File: src/rtl/morse_sos_matcher.sv
// morse_sos_matcher
//   Collects dot/dash symbols into letters, classifies each closed letter as
//   S, O or other, and flags the S-O-S sequence over the last three letters.
//
// Parameters
//   GAP_TIMEOUT  idle cycles after the last dot/dash before an open letter is
//                force-closed (2..255)
//
// Ports
//   clk          system clock, posedge
//   rst_n        asynchronous active-low reset
//   symValid     one-cycle symbol strobe
//   symIn        2'b00 dot, 2'b11 dash, 2'b10 space, 2'b01 reserved (dropped)
//   letterValid  one-cycle pulse when a letter closes
//   letterCode   2'b01 S, 2'b10 O, 2'b11 other; holds between pulses
//   sosDetect    pulse with letterValid when the closing letter completes S-O-S
//   busy         high while a letter is open (COLLECT or EMIT)
//   sosCount     saturating count of sosDetect pulses
//
// Build option
//   SOS_COUNT_EN  when defined, sosCount is a live saturating counter;
//                 otherwise sosCount is tied to zero.

module morse_sos_matcher #(
  parameter int unsigned GAP_TIMEOUT = 64
) (
  input  logic       clk,
  input  logic       rst_n,
  input  logic       symValid,
  input  logic [1:0] symIn,
  output logic       letterValid,
  output logic [1:0] letterCode,
  output logic       sosDetect,
  output logic       busy,
  output logic [7:0] sosCount
);

  typedef enum logic [1:0] {
    IDLE,
    COLLECT,
    EMIT
  } state_t;

  localparam logic [1:0] CODE_S     = 2'b01;
  localparam logic [1:0] CODE_O     = 2'b10;
  localparam logic [1:0] CODE_OTHER = 2'b11;
  localparam logic [7:0] EXPIRE_AT  = 8'(GAP_TIMEOUT - 1);

  state_t     state, state_nxt;
  logic [2:0] sym_cnt, sym_cnt_nxt;
  logic       overflow, overflow_nxt;
  // Only the last three symbols matter: S/O need exactly three, and any
  // longer letter is classified by the count alone.
  logic [2:0] sym_sr, sym_sr_nxt;
  logic [7:0] timer;
  logic [1:0] hist_old, hist_new;

  logic       sym_mark;
  logic       sym_space;
  logic       sym_ok;
  logic       expire;
  logic [1:0] cls;

  assign sym_mark  = symValid && (symIn == 2'b00 || symIn == 2'b11);
  assign sym_space = symValid && (symIn == 2'b10);
  assign sym_ok    = sym_mark || sym_space;
  // A real symbol on the expiry cycle takes priority; reserved codes do not.
  assign expire    = (state == COLLECT) && (timer == EXPIRE_AT) && !sym_ok;

  always_comb begin
    cls = CODE_OTHER;
    if (sym_cnt == 3'd3 && !overflow) begin
      if (sym_sr == 3'b000)      cls = CODE_S;
      else if (sym_sr == 3'b111) cls = CODE_O;
    end
  end

  always_ff @(posedge clk or negedge rst_n) begin
    if (!rst_n) begin
      state    <= IDLE;
      sym_cnt  <= '0;
      overflow <= 1'b0;
      sym_sr   <= '0;
    end else begin
      state    <= state_nxt;
      sym_cnt  <= sym_cnt_nxt;
      overflow <= overflow_nxt;
      sym_sr   <= sym_sr_nxt;
    end
  end

  always_comb begin
    state_nxt    = state;
    sym_cnt_nxt  = sym_cnt;
    overflow_nxt = overflow;
    sym_sr_nxt   = sym_sr;
    case (state)
      IDLE, EMIT: begin
        // EMIT drops the closed letter and behaves like IDLE for new input,
        // so a dot/dash arriving during EMIT opens the next letter directly.
        state_nxt    = IDLE;
        sym_cnt_nxt  = '0;
        overflow_nxt = 1'b0;
        sym_sr_nxt   = '0;
        if (sym_mark) begin
          state_nxt   = COLLECT;
          sym_cnt_nxt = 3'd1;
          sym_sr_nxt  = {2'b00, symIn[0]};
        end
      end
      COLLECT: begin
        if (sym_mark) begin
          sym_sr_nxt = {sym_sr[1:0], symIn[0]};
          if (sym_cnt != 3'd5) sym_cnt_nxt = sym_cnt + 3'd1;
          if (sym_cnt >= 3'd4) overflow_nxt = 1'b1;
        end else if (sym_space || expire) begin
          state_nxt = EMIT;
        end
      end
      default: state_nxt = IDLE;
    endcase
  end

  always_ff @(posedge clk or negedge rst_n) begin
    if (!rst_n) begin
      timer <= '0;
    end else if (sym_mark) begin
      timer <= '0;
    end else if (state == COLLECT) begin
      timer <= timer + 8'd1;
    end else begin
      timer <= '0;
    end
  end

  always_ff @(posedge clk or negedge rst_n) begin
    if (!rst_n) begin
      letterValid <= 1'b0;
      letterCode  <= '0;
      sosDetect   <= 1'b0;
      hist_old    <= '0;
      hist_new    <= '0;
    end else begin
      letterValid <= (state == EMIT);
      sosDetect   <= (state == EMIT) && (cls == CODE_S) &&
                     (hist_old == CODE_S) && (hist_new == CODE_O);
      if (state == EMIT) begin
        letterCode <= cls;
        hist_old   <= hist_new;
        hist_new   <= cls;
      end
    end
  end

  assign busy = (state != IDLE);

`ifdef SOS_COUNT_EN
  always_ff @(posedge clk or negedge rst_n) begin
    if (!rst_n) begin
      sosCount <= '0;
    end else if (sosDetect && sosCount != 8'hFF) begin
      sosCount <= sosCount + 8'd1;
    end
  end
`else
  assign sosCount = '0;
`endif

endmodule

File: config.mk
export PLATFORM = sky130hd
export DESIGN_NAME = morse_sos_matcher
export DESIGN_NICKNAME = d
export VERILOG_FILES = /design/src/rtl/morse_sos_matcher.sv
export SDC_FILE = /design/constraint.sdc
export NUM_CORES = 1
export LEC_CHECK = 0
export ABC_AREA = 1
export CAP_MARGIN = 5
export CORE_MARGIN = 2
export CORE_UTILIZATION = 55
export CTS_BUF_LIST = sky130_fd_sc_hd__clkbuf_8
export DETAILED_ROUTE_END_ITERATION = 12
export GPL_TIMING_DRIVEN = 0
export PLACE_DENSITY = 0.87
export SLEW_MARGIN = 20
export SYNTH_ARGS = -nofsm -noshare
export SYNTH_HDL_FRONTEND = slang
export SYNTH_SLANG_ARGS = --single-unit
export TNS_END_PERCENT = 10
File: constraint.sdc
create_clock -name clk -period 1.69 [get_ports clk]
set_input_delay 0.507 -clock clk [delete_from_list [all_inputs] [get_ports clk]]
set_output_delay 0.507 -clock clk [all_outputs]
set_load 0.005 [all_outputs]
==> results.toml <==
[logic_synthesis]
yosys-top-cells-area = "dfrtp_1 (49%), nand2_1 (8.3%), inv_1 (5.7%)"
ys.warnings.count = 0
yosys.area.top_type = "dfrtp_1"
synth_area_um2 = 1176
async_flop_share_pct = 100.0
ys_types = 27
syn-instance-count = 135
ys_dominant_reg_cell = "dfrtp_1"
synth.avg_cell_area_um2 = 8.712
yosysMostFrequentCell = "nand2_1"
synth_top_area_share_pct = 48.94
synth_edf_count = 0
yosysSeqAreaShare_pct = 48.94
synth_top_cells_by_count = "nand2_1 (26), dfrtp_1 (23), inv_1 (18)"
ys_seq_elements = 23

[cts]
cts_buffers = 3
cts_tree = "yes"
cts_root_buf = "clkbuf_8"
holdBufCountCts = 0
cts.path.max_buffers = 2
cts_sinks = 23
htreeDepth = 1
worstSkewPairLatency_ns = 0.27
path_clk_slew_ns = 0.08

[critical_path]
worst_setup_path_end_kind = "primary output"
cpLargestDelayFamily = "buffers and inverters"
worst_ep_required_time_ns = 1.18
cpPeakStageDelay_ns = 0.50
crit_chain = "clkdlybuf4s50_1"
r2r_slack_ns = 0.37
cp_slowest_cell = "clkdlybuf4s50_1"
path_class = "reg -> out"
r2r-start = "timer[0]"
worstSetupStartpointType = "register"
arrival_ns = 1.11
critPathBufInv = 1
critPathMaxFanout = 2
r2r_cells = 6
r2r_end = "state[0]"

[sta]
clock_skew_ns = 0.006130
relSlewSlack_pct = 66.45
finalHoldViolCount = 0
max_freq_ghz = 0.6192
hold_ws_ns = 0.1938
maxSlewViolCount = 0
tightest_slew_ns = 0.5032
rsz0062_at_grt = "no"
min_period_ns = 1.615
setup_viol = 0
fin_crit_sh_pct = 95.55

[placed_design]
place.port_buffers = 9
gp_congestion = 0.8250
detailed_place_hpwl_um = 1472
post-place-cells = 178

[route]
drc = 0
num_vias = 955
drt-vias-per-instance = 5.080
wl_per_cell_um = 12.51
first_iter_violations = 32
totalWireLength_um = 2352
ant_nets = 0
drt_pass1_iterations = 4

[global_route]
grt-ovfl-total = 0
grt_max_degree = 24
grt_pass1_vias = 919
grtUsageTotal_pct = 21.37
grt_pass1_wl_um = 4015
antenna_found_initial = 0

[floorplan]
chipWidth_um = 50.24
die_area_um2 = 2524
core_area_um2 = 1982
initial_core_util_pct = 59.34
die_h_um = 50.24
row_count = 16
io_pins = 18

[layout]
finish.utilization_pct = 72.92
drive_above_1_share_pct = 23.60
multi_input_area_um2 = 501.7
layout.nets = 172
diodes = 0
n_fill_cell = 144
area_growth_pct = 22.87
final_cell_count_no_fill = 188
seq_area_um2 = 576.8

[run_status]
status = "finished, final reports clean"

[pwr]
ir_worst_vdd_mv = 0.8510
p_leak_nw = 0.7560
power_density_nw_per_um2 = 1279

[job]
cap_violations = 0

[min_path]
min_path_type = "in -> async"
## routing by layer
metal  GRT usage, %  part of all wire [%]
met1          26.57                    40
met2          37.50                    52
met3          2.083                   5.7
met4          9.259                   2.0
met5              0                     0
## cell type report
cell class / count / share of cell area (%)
clock inverters: 1 / 0.2597
clock buffers: 3 / 2.857
flip-flops and latches: 23 / 39.91
well taps: 27 / 2.338
repair buffers: 15 / 9.437
plain buffers: 8 / 4.156
inverters: 23 / 6.320
multi-input cells: 88 / 34.72
## placed cells by master (no fill, tap or decap)
master           netlist  final
nand2_1               26     23
dfrtp_1               23     22
inv_1                 18     18
buf_4                  8     14
nor2_1                13     13
conb_1                 1      8
nand3_1                6      6
a21oi_1                6      5
inv_2                  4      4
o21ai_1                4      4
ha_1                   5      4
clkdlybuf4s50_1        0      4
nand2_2                0      3
nor3_1                 3      3
o21ai_0                3      3
clkbuf_8               0      3
dlymetal6s2s_1         0      3
inv_4                  1      2
o22ai_1                2      2
nand3_4                1      1
nand2_4                1      1
xnor2_1                1      1
nor2_2                 1      1
and2_4                 1      1
nor3b_2                1      1
nor3_2                 1      1
a22oi_1                1      1
o211ai_1               1      1
or2_2                  1      1
nor2_4                 1      1
a21oi_2                0      1
o32ai_1                1      1
ha_4                   0      1
buf_2                  0      1
dlygate4sd2_1          0      1
dfrtp_2                0      1
## sequential cells by signal (all words and copies together) (netlist names)
register	flops
hist_new	2
letterValid	1
overflow	1
state	2
sym_cnt	3
sym_sr	3
timer	8
sosDetect	1
hist_old	2
## through the flow
| stage | worst slack (ns) | setup TNS, ns | instance area, um^2 | total power [mW] |
|---|---|---|---|---|
| after floorplan | 0.2199 | 0 | 1202 | 1.214 |
| final | 0.07512 | 0 | 1445 | 1.848 |
| after CTS | -0.07599 | -0.1743 | 1416 | 1.803 |
| after detailed placement | -0.4508 | -6.911 | 1326 | 1.411 |
| after global placement | -0.3903 | -5.460 | 1326 | 1.372 |
| after global routing | 0.02604 | 0 | 1445 | 1.996 |
## report_power, final
part,leakage (nW),internal (mW),switching (mW),total [mW]
sequential,0.303,0.694,0.0978,0.792
combinational,0.426,0.318,0.408,0.725
clock,0.0269,0.162,0.169,0.331
## worst max-delay path by stage
stage	cells after the start	end	from	slack, ns
final	1	letterCode[1]	hist_new[1]	0.08
after global routing	1	letterCode[1]	hist_new[1]	0.03
after CTS	9	state[0]	symIn[0]	-0.08
after detailed placement	9	state[0]	symIn[0]	-0.45
after global placement	9	state[0]	symIn[0]	-0.39
after floorplan	8	state[0]	symIn[0]	0.22
## cells by family after synthesis
kind of cell | after synthesis | synth area share [%]
AOI/OAI and AO/OA | 18 | 8.617
DFF | 23 | 48.94
xor gates and xnor gates | 1 | 0.7448
buffers and inverters | 31 | 12.66
adders and majority gates | 5 | 5.319
other | 1 | 0.3188
and+or+nand+nor | 56 | 23.40
## what timing repair did
action / CTS / global route
resized for setup: 5 / 7
pin swaps: 2 / 4
setup buffers: 5 / 1
hold endpoints to repair: 0 / 0
setup endpoints to repair: 15 / 17
Note: power is estimated with default switching activity, not from simulation.
